--- src/rtl/memory_arbiter.sv ---
// ---------------------------------------------------------------------------
// memory_arbiter
//
// Two-port round-robin arbiter that funnels cache requests onto a single
// memory bus. One transaction is in flight at a time:
//   IDLE -> ISSUE (bus_request_valid for one cycle) -> WAIT -> RESPOND -> IDLE
//
// Ports
//   clock                        rising-edge clock
//   reset                        asynchronous, active-low reset
//   memory_request_0/1   [24:0]  {write, data[7:0], address[15:0]} from caches
//   memory_request_ready_0/1     request valid, held until response seen
//   memory_response_0/1  [15:0]  returned word (0 when port not responding)
//   memory_response_ready_0/1    response valid for the granted port
//   bus_request          [24:0]  forwarded request (0 outside ISSUE)
//   bus_request_valid            high for exactly the ISSUE cycle
//   bus_response         [15:0]  word read from memory
//   bus_response_valid           one-cycle strobe, only sampled in WAIT
//   bus_timeout                  sticky error flag, cleared only by reset
//
// Every output is driven from a register loaded with the value that
// corresponds to the next state, so outputs line up with the state register.
// ---------------------------------------------------------------------------
module memory_arbiter #(
    parameter int TIMEOUT_CYCLES = 255
) (
    input  logic        clock,
    input  logic        reset,
    input  logic [24:0] memory_request_0,
    input  logic [24:0] memory_request_1,
    input  logic        memory_request_ready_0,
    input  logic        memory_request_ready_1,
    output logic [15:0] memory_response_0,
    output logic [15:0] memory_response_1,
    output logic        memory_response_ready_0,
    output logic        memory_response_ready_1,
    output logic [24:0] bus_request,
    output logic        bus_request_valid,
    input  logic [15:0] bus_response,
    input  logic        bus_response_valid,
    output logic        bus_timeout
);

    localparam logic [1:0] IDLE    = 2'd0;
    localparam logic [1:0] ISSUE   = 2'd1;
    localparam logic [1:0] WAIT    = 2'd2;
    localparam logic [1:0] RESPOND = 2'd3;

    localparam logic [8:0] TIMEOUT_LIMIT = 9'(TIMEOUT_CYCLES);

    // Saturating increment for the 8-bit wait counter.
    function automatic logic [7:0] sat_inc8(input logic [7:0] value);
        if (value == 8'hFF) begin
            return 8'hFF;
        end else begin
            return value + 8'd1;
        end
    endfunction

    logic [1:0]  state_q,    state_d;
    logic        grant_q,    grant_d;     // port owning the current transaction
    logic        rr_q,       rr_d;        // port that wins the next contention
    logic [24:0] req_q,      req_d;
    logic [15:0] resp_q,     resp_d;
    logic [7:0]  wait_cnt_q, wait_cnt_d;
    logic        timeout_q,  timeout_d;

    logic [24:0] bus_req_q,       bus_req_d;
    logic        bus_req_valid_q, bus_req_valid_d;
    logic [15:0] rsp0_q,          rsp0_d;
    logic [15:0] rsp1_q,          rsp1_d;
    logic        rsp_rdy0_q,      rsp_rdy0_d;
    logic        rsp_rdy1_q,      rsp_rdy1_d;

    logic        granted_ready_s;
    logic        wait_expired_s;

    assign granted_ready_s = grant_q ? memory_request_ready_1 : memory_request_ready_0;
    // The counter holds (k-1) during the k-th WAIT cycle, so the limit is hit
    // once the upcoming increment would reach TIMEOUT_CYCLES.
    assign wait_expired_s  = (({1'b0, wait_cnt_q} + 9'd1) >= TIMEOUT_LIMIT);

    // Transaction state machine: next state, grant, captured request/response.
    always_comb begin
        state_d    = state_q;
        grant_d    = grant_q;
        rr_d       = rr_q;
        req_d      = req_q;
        resp_d     = resp_q;
        wait_cnt_d = wait_cnt_q;
        timeout_d  = timeout_q;

        case (state_q)
            IDLE: begin
                if (memory_request_ready_0 && memory_request_ready_1) begin
                    // The pointer only moves on contention, so a port that lost
                    // and was then served alone still wins the next contention.
                    grant_d = rr_q;
                    rr_d    = ~rr_q;
                    req_d   = rr_q ? memory_request_1 : memory_request_0;
                    state_d = ISSUE;
                end else if (memory_request_ready_0) begin
                    grant_d = 1'b0;
                    req_d   = memory_request_0;
                    state_d = ISSUE;
                end else if (memory_request_ready_1) begin
                    grant_d = 1'b1;
                    req_d   = memory_request_1;
                    state_d = ISSUE;
                end else begin
                    state_d = IDLE;
                end
            end
            ISSUE: begin
                wait_cnt_d = 8'd0;
                state_d    = WAIT;
            end
            WAIT: begin
                wait_cnt_d = sat_inc8(wait_cnt_q);
                if (bus_response_valid) begin
                    resp_d  = bus_response;
                    state_d = RESPOND;
                end else if (wait_expired_s) begin
                    resp_d    = 16'hFFFF;
                    timeout_d = 1'b1;
                    state_d   = RESPOND;
                end else begin
                    state_d = WAIT;
                end
            end
            RESPOND: begin
                if (!granted_ready_s) begin
                    state_d = IDLE;
                end else begin
                    state_d = RESPOND;
                end
            end
            default: begin
                state_d = IDLE;
            end
        endcase
    end

    // Output values matching the next state, loaded into the output registers.
    always_comb begin
        bus_req_valid_d = 1'b0;
        bus_req_d       = 25'd0;
        rsp_rdy0_d      = 1'b0;
        rsp_rdy1_d      = 1'b0;
        rsp0_d          = 16'd0;
        rsp1_d          = 16'd0;

        if (state_d == ISSUE) begin
            bus_req_valid_d = 1'b1;
            bus_req_d       = req_d;
        end else begin
            bus_req_valid_d = 1'b0;
            bus_req_d       = 25'd0;
        end

        if (state_d == RESPOND) begin
            if (grant_d) begin
                rsp_rdy1_d = 1'b1;
                rsp1_d     = resp_d;
            end else begin
                rsp_rdy0_d = 1'b1;
                rsp0_d     = resp_d;
            end
        end else begin
            rsp_rdy0_d = 1'b0;
            rsp_rdy1_d = 1'b0;
        end
    end

    // State and output registers; reset abandons any transaction in flight.
    always_ff @(posedge clock or negedge reset) begin
        if (!reset) begin
            state_q         <= IDLE;
            grant_q         <= 1'b0;
            rr_q            <= 1'b0;
            req_q           <= 25'd0;
            resp_q          <= 16'd0;
            wait_cnt_q      <= 8'd0;
            timeout_q       <= 1'b0;
            bus_req_q       <= 25'd0;
            bus_req_valid_q <= 1'b0;
            rsp0_q          <= 16'd0;
            rsp1_q          <= 16'd0;
            rsp_rdy0_q      <= 1'b0;
            rsp_rdy1_q      <= 1'b0;
        end else begin
            state_q         <= state_d;
            grant_q         <= grant_d;
            rr_q            <= rr_d;
            req_q           <= req_d;
            resp_q          <= resp_d;
            wait_cnt_q      <= wait_cnt_d;
            timeout_q       <= timeout_d;
            bus_req_q       <= bus_req_d;
            bus_req_valid_q <= bus_req_valid_d;
            rsp0_q          <= rsp0_d;
            rsp1_q          <= rsp1_d;
            rsp_rdy0_q      <= rsp_rdy0_d;
            rsp_rdy1_q      <= rsp_rdy1_d;
        end
    end

    assign bus_request             = bus_req_q;
    assign bus_request_valid       = bus_req_valid_q;
    assign memory_response_0       = rsp0_q;
    assign memory_response_1       = rsp1_q;
    assign memory_response_ready_0 = rsp_rdy0_q;
    assign memory_response_ready_1 = rsp_rdy1_q;
    assign bus_timeout             = timeout_q;

endmodule

--- config.mk ---
export PLATFORM = sky130hd
export DESIGN_NAME = memory_arbiter
export DESIGN_NICKNAME = d
export VERILOG_FILES = /design/src/rtl/memory_arbiter.sv
export SDC_FILE = /design/constraint.sdc
export NUM_CORES = 1
export LEC_CHECK = 0
export BUFFER_PORTS_ARGS = -buffer_cell sky130_fd_sc_hd__buf_4
export CAP_MARGIN = 10
export CORE_MARGIN = 5
export CORE_UTILIZATION = 51
export CTS_CLUSTER_SIZE = 40
export DETAILED_ROUTE_END_ITERATION = 6
export PLACE_DENSITY = 0.78
export REMOVE_ABC_BUFFERS = 1
export SYNTH_ARGS = -nofsm -noshare
export SYNTH_HDL_FRONTEND = slang
export SYNTH_SLANG_ARGS = --single-unit
--- constraint.sdc ---
create_clock -name clock -period 2.5 [get_ports clock]
set_input_delay 0.375 -clock clock [delete_from_list [all_inputs] [get_ports clock]]
set_output_delay 0.375 -clock clock [all_outputs]
set_load 0.01 [all_outputs]
# Word-level counts from Yosys, hierarchy flattened
# Index checks and enable logic that the tools add are counted.
# word_totals
reg_bits	114
elab_cells	61
output_inout_bits	61
input_bits	71
# op_classes
mux	32
n_reduce_logical	5
bitwise	2
magnitude_cmp	1
n_addsub	2
n_eq_ne	6
# ops
operator	n
25-bit two-way mux	6
16-bit two-way mux	7
8-bit one-hot mux with 2 select lines	1
1-bit two-way mux	15
8-bit by 1-bit adder with 9-bit output, second input constant	1
9-bit by 8-bit greater-or-equal comparator with 1-bit output, second input constant	1
8-bit by 1-bit adder with 8-bit output, second input constant	1
8-bit equality test, second input constant	1
8-bit two-way mux	1
2-bit one-hot mux with 4 select lines	1
2-bit equality test, second input constant	3
2-bit by 1-bit equality test with 1-bit output, second input constant	2
3-bit AND reduction	1
2-bit zero test	1
2-bit two-way mux	1
1-bit inverter	2
2-bit AND reduction	1
2-bit nonzero test	1
1-bit logical AND	1

# Longest topological paths before layout
# Gate-level depths: netlist of run 1.
# logic_depth
ltp_word	7
mapped_depth	8
depth_no_buf	7

# Worst setup path after synthesis of run 1
# OpenSTA, ideal clock, no wires.
# synth_timing
path_type	register to register
start	reg wait_cnt_q[0]
end	reg rsp0_q[0], in the netlist memory_response_0[0]
path_stages_with_launch	8
n_path_buf	1
arrival_time_ns	1.736
synth_period_minus_slack_ns	1.874
setup_ns	0.138
path_slack_ns	0.626
t_required_ns	2.362
cell_sequence	dfrtp_1 ha_1 and3_1 nor2_1 o211ai_1 nand2_1 clkbuf_1 nor3_1
# synth_between
elab_chain_cells	7
word_cells_on_any_way	11
classes_between	add/sub (1); order compare (1); eq/ne (1); mux (8)
# synth_rtl
element	line_no	text
start: declaration	65	logic [7:0] wait_cnt_q, wait_cnt_d;
start signal: assignment	197	wait_cnt_q <= wait_cnt_d;
8-bit by 1-bit adder with 9-bit output *	81	assign wait_expired_s = (({1'b0, wait_cnt_q} + 9'd1) >= TIMEOUT_LIMIT);
9-bit by 8-bit greater-or-equal comparator with 1-bit output *	81	
1-bit two-way mux / 16-bit two-way mux (equally long branches)	123	end else if (wait_expired_s) begin
1-bit two-way mux / 16-bit two-way mux (equally long branches)	120	if (bus_response_valid) begin
2-bit one-hot mux with 4 select lines / 16-bit two-way mux (equally long branches)	93	case (state_q)
2-bit equality test / 16-bit two-way mux (equally long branches)	161, 162	
16-bit two-way mux *	161	if (state_d == RESPOND) begin
named net rsp0_d[0]	70	logic [15:0] rsp0_q, rsp0_d;
end signal: assignment	201	rsp0_q <= rsp0_d;
end: declaration	70	
# The timed path passes the listed nets; every way through them passes the cells marked *.
# A chain may end at the register's enable or synchronous reset.

# Final worst setup path of run 1
# layout_timing
start	reg wait_cnt_q[0]
end	reg rsp0_q[4], in the netlist memory_response_0[4]
# Same word-level chain as after synthesis.

==> results.md, run 1 <==
* Outcome: completed
* Worst Path Required at 2.91 ns
* Fin nets at 599
* FMAX at roughly 460 MHz
* Largest family of logic cells by synthesized area: compound AO/OA/AOI/OAI gates
* Area of the mapped netlist at 4443 um^2
* Gp weighted congestion at 0.8999
* Yosys warnings at 0
* Setup WS pre-CTS at roughly 0.4 ns
* Min Tclk post-route at ~2.2 ns
* Commonest non-fill, non-tap cell in the layout: buf_4
* Num CTS Buffers at 17
* H-tree depth at 4
* Post-synth EDFFs at 0
* Setup ws final at 0.3319 ns
* Clock sinks at 114
* Die X-Extent at roughly 100 um
* CTS tree: built
* Fin util at 71.74%
* All-Layer GR Usage at between 20% and 30%
* Arr. time, crit path at roughly 2.6 ns
* Routed Antenna Nets at 0
* HPWL Detailed at around 7600 um
* Post-synthesis xor/xnor area fraction at less than 1%
* Filler instances at 623
* CTS root buffer: clkbuf_8
* Clock-pin slew on the worst setup and hold paths at approximately 0.060 ns
* Max clock buf depth at 2
* FP Rows at 34
* Proportion of synthesized area in mux cells at 0.4787%
* Sequence of cells on the critical path: ha_1, and3_1, nor2_1, a221oi_4, buf_4, o21ai_0, nor3_1
* Slowest cell on crit path: dfrtp_1
* Largest fanout on the critical path at 16
* Drt drc at 0
* Synth-to-Final Area Change at 38.75%
* Ratio of cells with drive above 1 in the final layout at around 36%
* Layout Cells excl Fill at around 640
* First-pass GRT wire length at roughly 18000 um
* Least-Margin Pin Slew at 0.6021 ns
* Crit path launch: wait_cnt_q[0]
* Total number of vias at roughly 3500
* I/O pin count at about 130
* Synth Area in Adders at 1.690%
* Clk_skew at roughly 0.011 ns
* LEAKAGE at approximately 3.2 nW
* Most frequent cells in the layout: buf_4, dfrtp_1, nor3_1, inv_1, a222oi_1
* Setup-failing EPs final at 0
* Vias/cell at 5.518
* Worst r2r src: wait_cnt_q[0]
* Final Hold Fails at 0
* Setup crit start kind: flip-flop
* Mapped Avg Cell Area at roughly 12 um^2
* Worst Setup End Kind: flip-flop
* Seq/Total Area, Yosys at roughly 64%
* Initial Utilization at 51.70%
* Post-CTS setup buffers at 0
* PortBufs at between 100 and 150
* Post-Place Cells at 610
* Headroom to the max-slew limit at approximately 60%
* Core area at 8593 um^2
* VDD IR max at approximately 0.82 mV
* Unrepaired setup endpoints after global routing: false
* Type of the worst setup path: reg -> reg
* Grt ovf at 0
* CP peak stage delay at 0.40 ns
* CTS resizes at 0
* Final period util at 86.72%
* Simple-Gate Fraction of Synth Area at just over 10%
* Pin count of the biggest net entering global routing at a little under 50
* Distinct cells, synth at 34
* Post-synth top flop: dfrtp_1
* Vias in the first global route at between 3000 and 4000
* PwrDens at roughly 1200 nW/um^2
* 1st-iter DRT viols at ~280
* Setup_tns at 0 ns
* Max_cap viols at 0
* Die ar. at ~11000 um^2
* Skew-Pair Late Insertion Delay at 0.52 ns
* Post-Syn Instances at 385
* Pins Over Slew Limit at 0
* Synth Area in Compound Gates at between 15 and 20%
* Die Height at about 100 um
* Total Routed Length at between 10000 and 15000 um
* Number of iterations in the first detailed-routing pass at 5
* Antenna cells at 0
* CTS hold repair buffers at 1
* Seq cells post-synth at 114
* Pwr Total at about 7.4 mW
* Async SR Flop Fraction at 100.0%
* Mean routed wirelength per cell at about 18 um
* Initial antenna violation count at 0
* Hold WC Path Type: in -> reg
* Hold path startpoint: memory_request_1[1]
[final cells by class]
| class | instances | area (um^2) | share of cell area (%) |
|---|---|---|---|
| Tap cell | 108 | 135.1 | 2.192 |
| Sequential cell | 114 | 2853 | 46.28 |
| Multi-Input combinational cell | 195 | 1303 | 21.13 |
| Inverter | 49 | 183.9 | 2.984 |
| Clock inverter | 14 | 168.9 | 2.740 |
| Clock buffer | 18 | 417.9 | 6.779 |
| Timing Repair Buffer | 145 | 1104 | 17.90 |
[Yosys cell counts, drive strengths merged (2+ instances only)]
master    n  share of area [%]
nand2    15                1.3
nand3     8               0.90
nor3     57                6.6
o31ai     2               0.34
dfrtp   114                 64
o21ai    25                3.6
o22a     15                3.0
and3      2               0.28
clkbuf   18                1.5
inv      49                4.1
buf       9                1.1
a21oi    16                1.8
nor2     10               0.84
ha        6                1.7
a222oi   25                5.6
xnor2     2               0.39
[worst max-delay path, delay by kind of cell, from the launching register on]
kind,cells,cell delay (ns)
DFF,1,0.40
buffers and inverters,1,0.29
adders and majority gates,1,0.28
AOI/OAI and AO/OA,2,0.45
and+or+nand+nor,3,0.65
[path summary, 6_finish.rpt]
kind / endpoint / slack [ns] / cells past startpoint
min in group asynchronous: memory_response_1[13] / 0.40 / 2
hold reg to reg: bus_timeout / 0.49 / 1
hold / removal: req_q[1] / 0.09 / 3
max in group asynchronous: memory_response_0[0] / 1.32 / 3
setup reg to reg: memory_response_0[4] / 0.33 / 7
setup / recovery: memory_response_0[4] / 0.33 / 7
[flip-flops by register name (all words and copies together), names as in the netlist]
register and count:
memory_response_ready_0 1, bus_request 25, wait_cnt_q 8, memory_response_1 16, req_q 25, resp_q 16
state_q 2, memory_response_ready_1 1, rr_q 1, memory_response_0 16, grant_q 1, bus_timeout 1
bus_request_valid 1
[routing by layer]
layer	global-route usage (%)	part of all wire, %	vias to the layer above
met5	0	0	-
met4	8.267	2.1	0
met3	7.311	5.8	20
met2	37.44	54	121
met1	27.12	38	1760
li1	-	-	1647
[metrics by stage]
step / hold slack [ns] / area, um^2
6_report: 0.08635 / 6165
5_1_grt: 0.07151 / 6165
4_1_cts: 0.07690 / 6165
3_5_place_dp: 0.4255 / 5568
3_3_place_gp: 0.4184 / 5568
2_1_floorplan: 0.07941 / 4325
[power breakdown]
group | internal, mW | switching, mW
Sequential | 2.31 | 0.202
Clock | 1.45 | 0.927
Combinational | 0.991 | 1.55
Total | 4.76 | 2.68
[cell families (layout without fill, tap and decap cells)]
family / count (synthesis) / count (layout)
buffers and inverters: 76 / 226
muxes: 2 / 2
DFF: 114 / 114
AOI/OAI and AO/OA: 90 / 90
and+or+nand+nor: 94 / 94
xor gates and xnor gates: 3 / 3
adders and majority gates: 6 / 6
No activity file was read; power rests on OpenSTA's default activity.
==> run 2: changes to the inputs <==
--- a/config.mk
+++ b/config.mk
@@ -5,10 +5,11 @@
 export SDC_FILE = /design/constraint.sdc
 export NUM_CORES = 1
 export LEC_CHECK = 0
+export ABC_AREA = 1
 export BUFFER_PORTS_ARGS = -buffer_cell sky130_fd_sc_hd__buf_4
 export CAP_MARGIN = 10
 export CORE_MARGIN = 5
-export CORE_UTILIZATION = 51
+export CORE_UTILIZATION = 52
 export CTS_CLUSTER_SIZE = 40
 export DETAILED_ROUTE_END_ITERATION = 6
 export PLACE_DENSITY = 0.78
==> run 2 against run 1 <==
Net effect:
- clock skew down 0.0019 ns
- non-clock buffer count down 6
- power up 14%
- combinational power up 29%
- largest power group unchanged
==> results.md, run 2 <==
* Reg2Reg Setup Slack at ~0.30 ns
* Total Routed Length at ~12000 um
* VDD IR max at around 0.73 mV
* Proportion of synthesized area in mux cells at 0%
* Seq/Total Area, Yosys at about three fifths
* HPWL Detailed at slightly below 8000 um
* Pin count of the biggest net entering global routing at 56
* CTS tree: built
* Hold WC Path Type: in -> reg
* Clock sinks at between 100 and 150
* Total number of vias at 3883
* Skew-Pair Late Insertion Delay at 0.50 ns
* Worst Setup End Kind: flip-flop
* Unrepaired setup endpoints after global routing: false
* Simple-Gate Fraction of Synth Area at 19.30%
* Max clock buf depth at 2
* Logic gate share of total power at 38.7%
* Commonest non-fill, non-tap cell in the layout: buf_4
* Drt drc at 0
* Post-synth EDFFs at 0
* I/O pin count at 132
* Largest fanout on the critical path at 26
* Least-Margin Pin Slew at between 0.7 and 0.8 ns
* Yosys warnings at 0
* Post-Syn Instances at slightly above 500
* Synth top area share at between 50% and 60%
* Ratio of cells with drive above 1 in the final layout at a little under a third
* Hold path startpoint: memory_request_0[19]
* Seq cells post-synth at ~110
* Int Pwr at 5.396 mW
* Crit path launch: state_q[0]
* Most frequent cells in the layout: buf_4, dfrtp_1, inv_1, nor2_1, nand2_1
* Setup-failing EPs final at 0
* Max_cap viols at 0
* FP Rows at 35
* Core area at a little over 9000 um^2
* Setup_tns at 0 ns
* Clock-pin slew on the worst setup and hold paths at roughly 0.05 ns
* Outcome: completed
* FMAX at between 400 and 500 MHz
* 1st-iter DRT viols at around 190
* H-tree depth at 4
* Post-synthesis xor/xnor area fraction at less than 1%
* First-pass GRT wire length at between 15000 and 20000 um
* Initial antenna violation count at 0
* CTS root buffer: clkbuf_8
* Min Tclk post-route at approximately 2.2 ns
* Area of the mapped netlist at between 4000 and 5000 um^2
* Clock share of power at 27.4%
* Type of the worst setup path: reg -> reg
* Largest cells by area after synthesis: dfrtp_1, inv_1, nor2_1, nand2_1, nand3_1
* Vias/cell at between 4 and 5
* All-Layer GR Usage at 21.30%
* Top-count cell post-synth: dfrtp_1
* Pwr Total at roughly 8.5 mW
* Die Height at approximately 110 um
* Routed Antenna Nets at 0
* Arr. time, crit path at about 2.6 ns
* Switching share of total power at a little over a third
* Distinct cells, synth at 31
* Headroom to the max-slew limit at between 50 and 60%
* Post-CTS setup buffers at 0
* Antenna cells at 0
* Synth-to-Final Area Change at 35.26%
* Die ar. at 11290 um^2
* Worst r2r src: state_q[0]
* PortBufs at ~130
* Switching Power at 3.122 mW
* Fin nets at ~740
* Number of iterations in the first detailed-routing pass at 5
* PwrDens at ~1300 nW/um^2
* Final period util at 87.80%
* Worst Path Required at about 2.9 ns
* Setup crit start kind: flip-flop
* Synth Area in Adders at 1.559%
* LEAKAGE at 3.501 nW
* Grt ovf at 0
* Final Hold Fails at 0
* Post-synth top flop: dfrtp_1
* Mean routed wirelength per cell at about 15 um
* Sequential share of power at 33.9%
* Post-synth top cells: dfrtp_1, inv_1, nor2_1
* Vias in the first global route at approximately 4100
* Leading area contributor after synthesis: dfrtp_1
* Num CTS Buffers at 17
* Async SR Flop Fraction at 100.0%
* Gp weighted congestion at approximately 0.95
* Synth Area in Compound Gates at between 10% and 20%
* Mapped Avg Cell Area at 9.297 um^2
* Die X-Extent at approximately 110 um
* Largest family of logic cells by synthesized area: simple AND/OR/NAND/NOR gates
* Initial Utilization at between 50 and 60%
* Clk_skew at around 0.0090 ns
* Pins Over Slew Limit at 0
## run 2: changes by cell type in the layout (fill, tap and decap cells not counted), sizes merged, moves of 25 or more
cell / previous run / this run
a222oi: 25 / 0
inv: 57 / 94
nand2: 15 / 64
nand3: 8 / 44
nor2: 10 / 75
nor3: 57 / 2
## run 2: area by class of cell
type	count	area, um^2
inverters	93	349.1
fillers	664	2639
multi-input cells	294	1534
clock inverters	13	162.7
repair buffers	139	1059
flip-flops and latches	114	2853
well taps	111	138.9
clock buffers	18	417.9
## run 2: through the flow
stage               std cells  util [%]  hold WS [ns]  area, um^2  setup WS (ns)
detailed placement        749     64.52        0.2892        5906         0.2820
global route              782     71.17       0.07350        6514        0.06166
CTS                       781     70.98       0.07021        6496         0.2681
finish                    782     71.17       0.09413        6514         0.3050
floorplan                 500         -       0.07941        4715         0.4110
global placement          749     64.52        0.2866        5906         0.4404
## run 2: power by group through the flow
stage	combinational (mW)	clock (mW)	sequential (mW)
after floorplan	1.70	0	3.05
after global placement	3.11	0	2.89
after detailed placement	3.24	0	2.90
after CTS	3.27	2.38	2.89
after global routing	3.70	2.48	2.95
final	3.29	2.34	2.89
## run 2: critical path: stages (launching register included)
cell     delay, ns
dfrtp_1       0.39
inv_1         0.10
ha_1          0.30
inv_1         0.07
a31oi_1       0.61
inv_1         0.18
nand3_4       0.32
nor2_1        0.08
## run 2: logic make-up (layout without fill, tap and decap cells)
logic type,Yosys count,count (layout)
buffers and inverters,111,263
XOR/XNOR,2,2
AO/OA/AOI/OAI,85,85
flip-flops,114,114
adder cells (fa/ha/maj),6,6
AND/OR/NAND/NOR,200,201
## run 2: final timing paths
path                                         to  cells after the start
worst max register to register   bus_request[2]                      7
worst min register to register       resp_q[13]                      2
min in group asynchronous              req_q[8]                      2
worst min-delay path                  req_q[19]                      3
worst max-delay path             bus_request[2]                      7
max in group asynchronous       bus_request[12]                      3
## run 2: timing repair
item                                   in CTS  in global routing
setup endpoints to repair                   0                  7
hold buffers                                1                  0
endpoints found under the hold margin      22                  0
resized for setup                           0                  1
## run 2: metal layers
layer / GRT usage, % / part of all wire, % / wire length, um / vias up
li1: - / - / - / 1888
met1: 27.58 / 43 / 4908 / 1811
met2: 33.48 / 46 / 5283 / 164
met3: 7.165 / 9.7 / 1122 / 20
met4: 7.678 / 1.9 / 218 / 0
met5: 0 / 0 / 0 / -
==> run 3: changes to the inputs <==
--- a/config.mk
+++ b/config.mk
@@ -8,11 +8,12 @@
 export ABC_AREA = 1
 export BUFFER_PORTS_ARGS = -buffer_cell sky130_fd_sc_hd__buf_4
 export CAP_MARGIN = 10
-export CORE_MARGIN = 5
-export CORE_UTILIZATION = 52
+export CORE_ASPECT_RATIO = 1.75
+export CORE_MARGIN = 2
+export CORE_UTILIZATION = 56
 export CTS_CLUSTER_SIZE = 40
 export DETAILED_ROUTE_END_ITERATION = 6
-export PLACE_DENSITY = 0.78
+export PLACE_DENSITY = 0.84
 export REMOVE_ABC_BUFFERS = 1
 export SYNTH_ARGS = -nofsm -noshare
 export SYNTH_HDL_FRONTEND = slang
==> constraint.sdc (replaced) <==
create_clock -name clock -period 2.8 [get_ports clock]
set_input_delay 0.42 -clock clock [delete_from_list [all_inputs] [get_ports clock]]
set_output_delay 0.42 -clock clock [all_outputs]
set_load 0.01 [all_outputs]
==> run 3 against run 2 <==
Net effect:
- sequential power decreased by 11%
- utilization increased by 7.6 points
- first-iteration DRC count grew 17%
- largest cell class unchanged
- routed wire length rose by 4.6%
- non-clock buffer count fell by 6
- clock skew is 0.00074 ns lower
- cell count decreased by 0.26%
- via count increased by 2.1%
- combinational power decreased by 12%
- highest routed layer unchanged
- fmax is 12% lower
- critical path type unchanged
==> results.md, run 3 (synthesis results as in run 2) <==
* Total number of vias at 3963
* Unrepaired setup endpoints after global routing: false
* Die ar. at between 9000 and 10000 um^2
* Ratio of cells with drive above 1 in the final layout at a little under a third
* Most frequent cells in the layout: buf_4, dfrtp_1, inv_1, nor2_1, nand2_1
* Synth-to-Final Area Change at 35.91%
* All-Layer GR Usage at between 20 and 30%
* Clock-pin slew on the worst setup and hold paths at approximately 0.050 ns
* Reg2Reg Setup Slack at 0.31 ns
* Sequence of cells on the critical path: inv_1, ha_1, nand3_1, inv_2, a21oi_2, inv_2, nand3_1, nor2_1
* 1st-iter DRT viols at between 200 and 250
* VDD IR max at ~0.85 mV
* Filler instances at 534
* Hold WC Path Type: in -> async
* LEAKAGE at 3.525 nW
* Reg area at 2853 um^2
* Commonest non-fill, non-tap cell in the layout: buf_4
* Gp weighted congestion at 0.8160
* Grt met1 use at approximately 28%
* FMAX at between 400 and 500 MHz
* Clk_skew at between 0.008 and 0.009 ns
* Slowest cell on crit path: a21oi_2
* Total Routed Length at roughly 12000 um
* Worst Path Required at just over 3 ns
* Max clock buf depth at 2
* Vias/cell at 5.081
* Final Hold Fails at 0
* Number of iterations in the first detailed-routing pass at 5
* Post-CTS setup buffers at 0
* HPWL Detailed at ~7600 um
* Initial antenna violation count at 0
* Area occupied by multi-input gates at ~1500 um^2
* Routed Antenna Nets at 0
* Outcome: completed
* Pin count of the biggest net entering global routing at just under 60
* CTS tree: built
* CTS hold repair buffers at 0
* PortBufs at between 100 and 150
* Type of the worst setup path: reg -> reg
* Headroom to the max-slew limit at 38.02%
* Largest fanout on the critical path at 26
* Die X-Extent at 74.10 um
* FP Rows at 44
* Antenna cells at 0
* Met3 Usage GRT at under 10%
* Post-placement cell area at 5873 um^2
* CP peak stage delay at approximately 0.74 ns
* CTS resizes at 0
* Min Tclk post-route at around 2.5 ns
* Die Height at 126.7 um
* Least-Margin Pin Slew at roughly 0.93 ns
* Setup-failing EPs final at 0
* Finished Cell Area at around 6500 um^2
* Setup_tns at 0 ns
* Vias in the first global route at around 4100
* Pins Over Slew Limit at 0
* Top Usage Layer GRT: met2
* Skew-Pair Late Insertion Delay at approximately 0.42 ns
* PwrDens at 1203 nW/um^2
* I/O pin count at 132
* Max_cap viols at 0
* Num CTS Buffers at 17
* Fin nets at 729
* Clock sinks at 114
* Worst Setup End Kind: flip-flop
* Core area at 8313 um^2
* CTS root buffer: clkbuf_16
* Grt ovf at 0
* Setup crit start kind: flip-flop
* Arr. time, crit path at ~2.8 ns
* Final period util at between 80 and 90%
* H-tree depth at 4
* First-pass GRT wire length at roughly 19000 um
* Mean routed wirelength per cell at approximately 15 um
* Drt drc at 0
* Initial Utilization at 57.93%
* Met2 usage at approximately half
run 3: cell count changes in the layout (fill, tap and decap cells not counted):
cell / before / now
dlygate4sd3_1: 1 / 0
buf_4: 137 / 132
bufinv_16: 3 / 5
nand3_4: 3 / 2
clkinvlp_4: 3 / 0
inv_6: 1 / 0
clkbuf_8: 1 / 5
clkinv_4: 3 / 1
clkbuf_16: 16 / 17
run 3: layout make-up:
class                      count  area share [%]
sequential                   114           43.59
multi-input combinational    293           23.17
timing repair buffer         133           15.45
clock buffer                  23           7.608
inverter                      93           5.334
clock inverter                 9           2.657
tap                          115           2.198
run 3: final timing paths:
| check | to | depth (start not counted) | start |
|---|---|---|---|
| setup reg to reg | memory_response_0[0] | 8 | state_q[1] |
| min in group clock | req_q[2] | 3 | memory_request_1[2] |
| max in group asynchronous | bus_request[19] | 2 | reset |
| hold / removal | bus_request[10] | 1 | reset |
| hold reg to reg | bus_timeout | 1 | bus_timeout |
| setup / recovery | memory_response_0[0] | 8 | state_q[1] |
run 3: stage by stage:
step | utilization (%) | hold slack, ns | worst slack (ns) | std cells | total power, mW
floorplan | - | 0.1244 | 0.7110 | 500 | 4.234
global placement | 70.65 | 0.4561 | 0.3977 | 748 | 5.274
detailed placement | 70.65 | 0.4610 | 0.3436 | 748 | 5.392
CTS | 78.73 | 0.09010 | 0.3053 | 780 | 7.915
global route | 78.73 | 0.1224 | 0.04210 | 780 | 8.352
finish | 78.73 | 0.06128 | 0.3082 | 780 | 7.873
run 3: where the power goes:
group | switching (mW) | internal, mW | leakage [nW] | total [mW]
combinational | 1.79 | 1.10 | 1.72 | 2.88
clock | 0.727 | 1.69 | 0.333 | 2.42
sequential | 0.243 | 2.33 | 1.47 | 2.57
total | 2.76 | 5.12 | 3.52 | 7.87
run 3: critical path, delay by kind of cell, from the launching register on:
kind	cells	cell delay, ns
buffers and inverters	3	0.63
AO/OA/AOI/OAI	1	0.74
flip-flops	1	0.40
AND/OR/NAND/NOR	3	0.35
adder cells (fa/ha/maj)	1	0.23
run 3: metal layers:
metal	vias up	routed length (um)
met3	27	731
met2	140	6829
li1	1878	-
met5	-	0
met1	1918	4179
met4	0	326
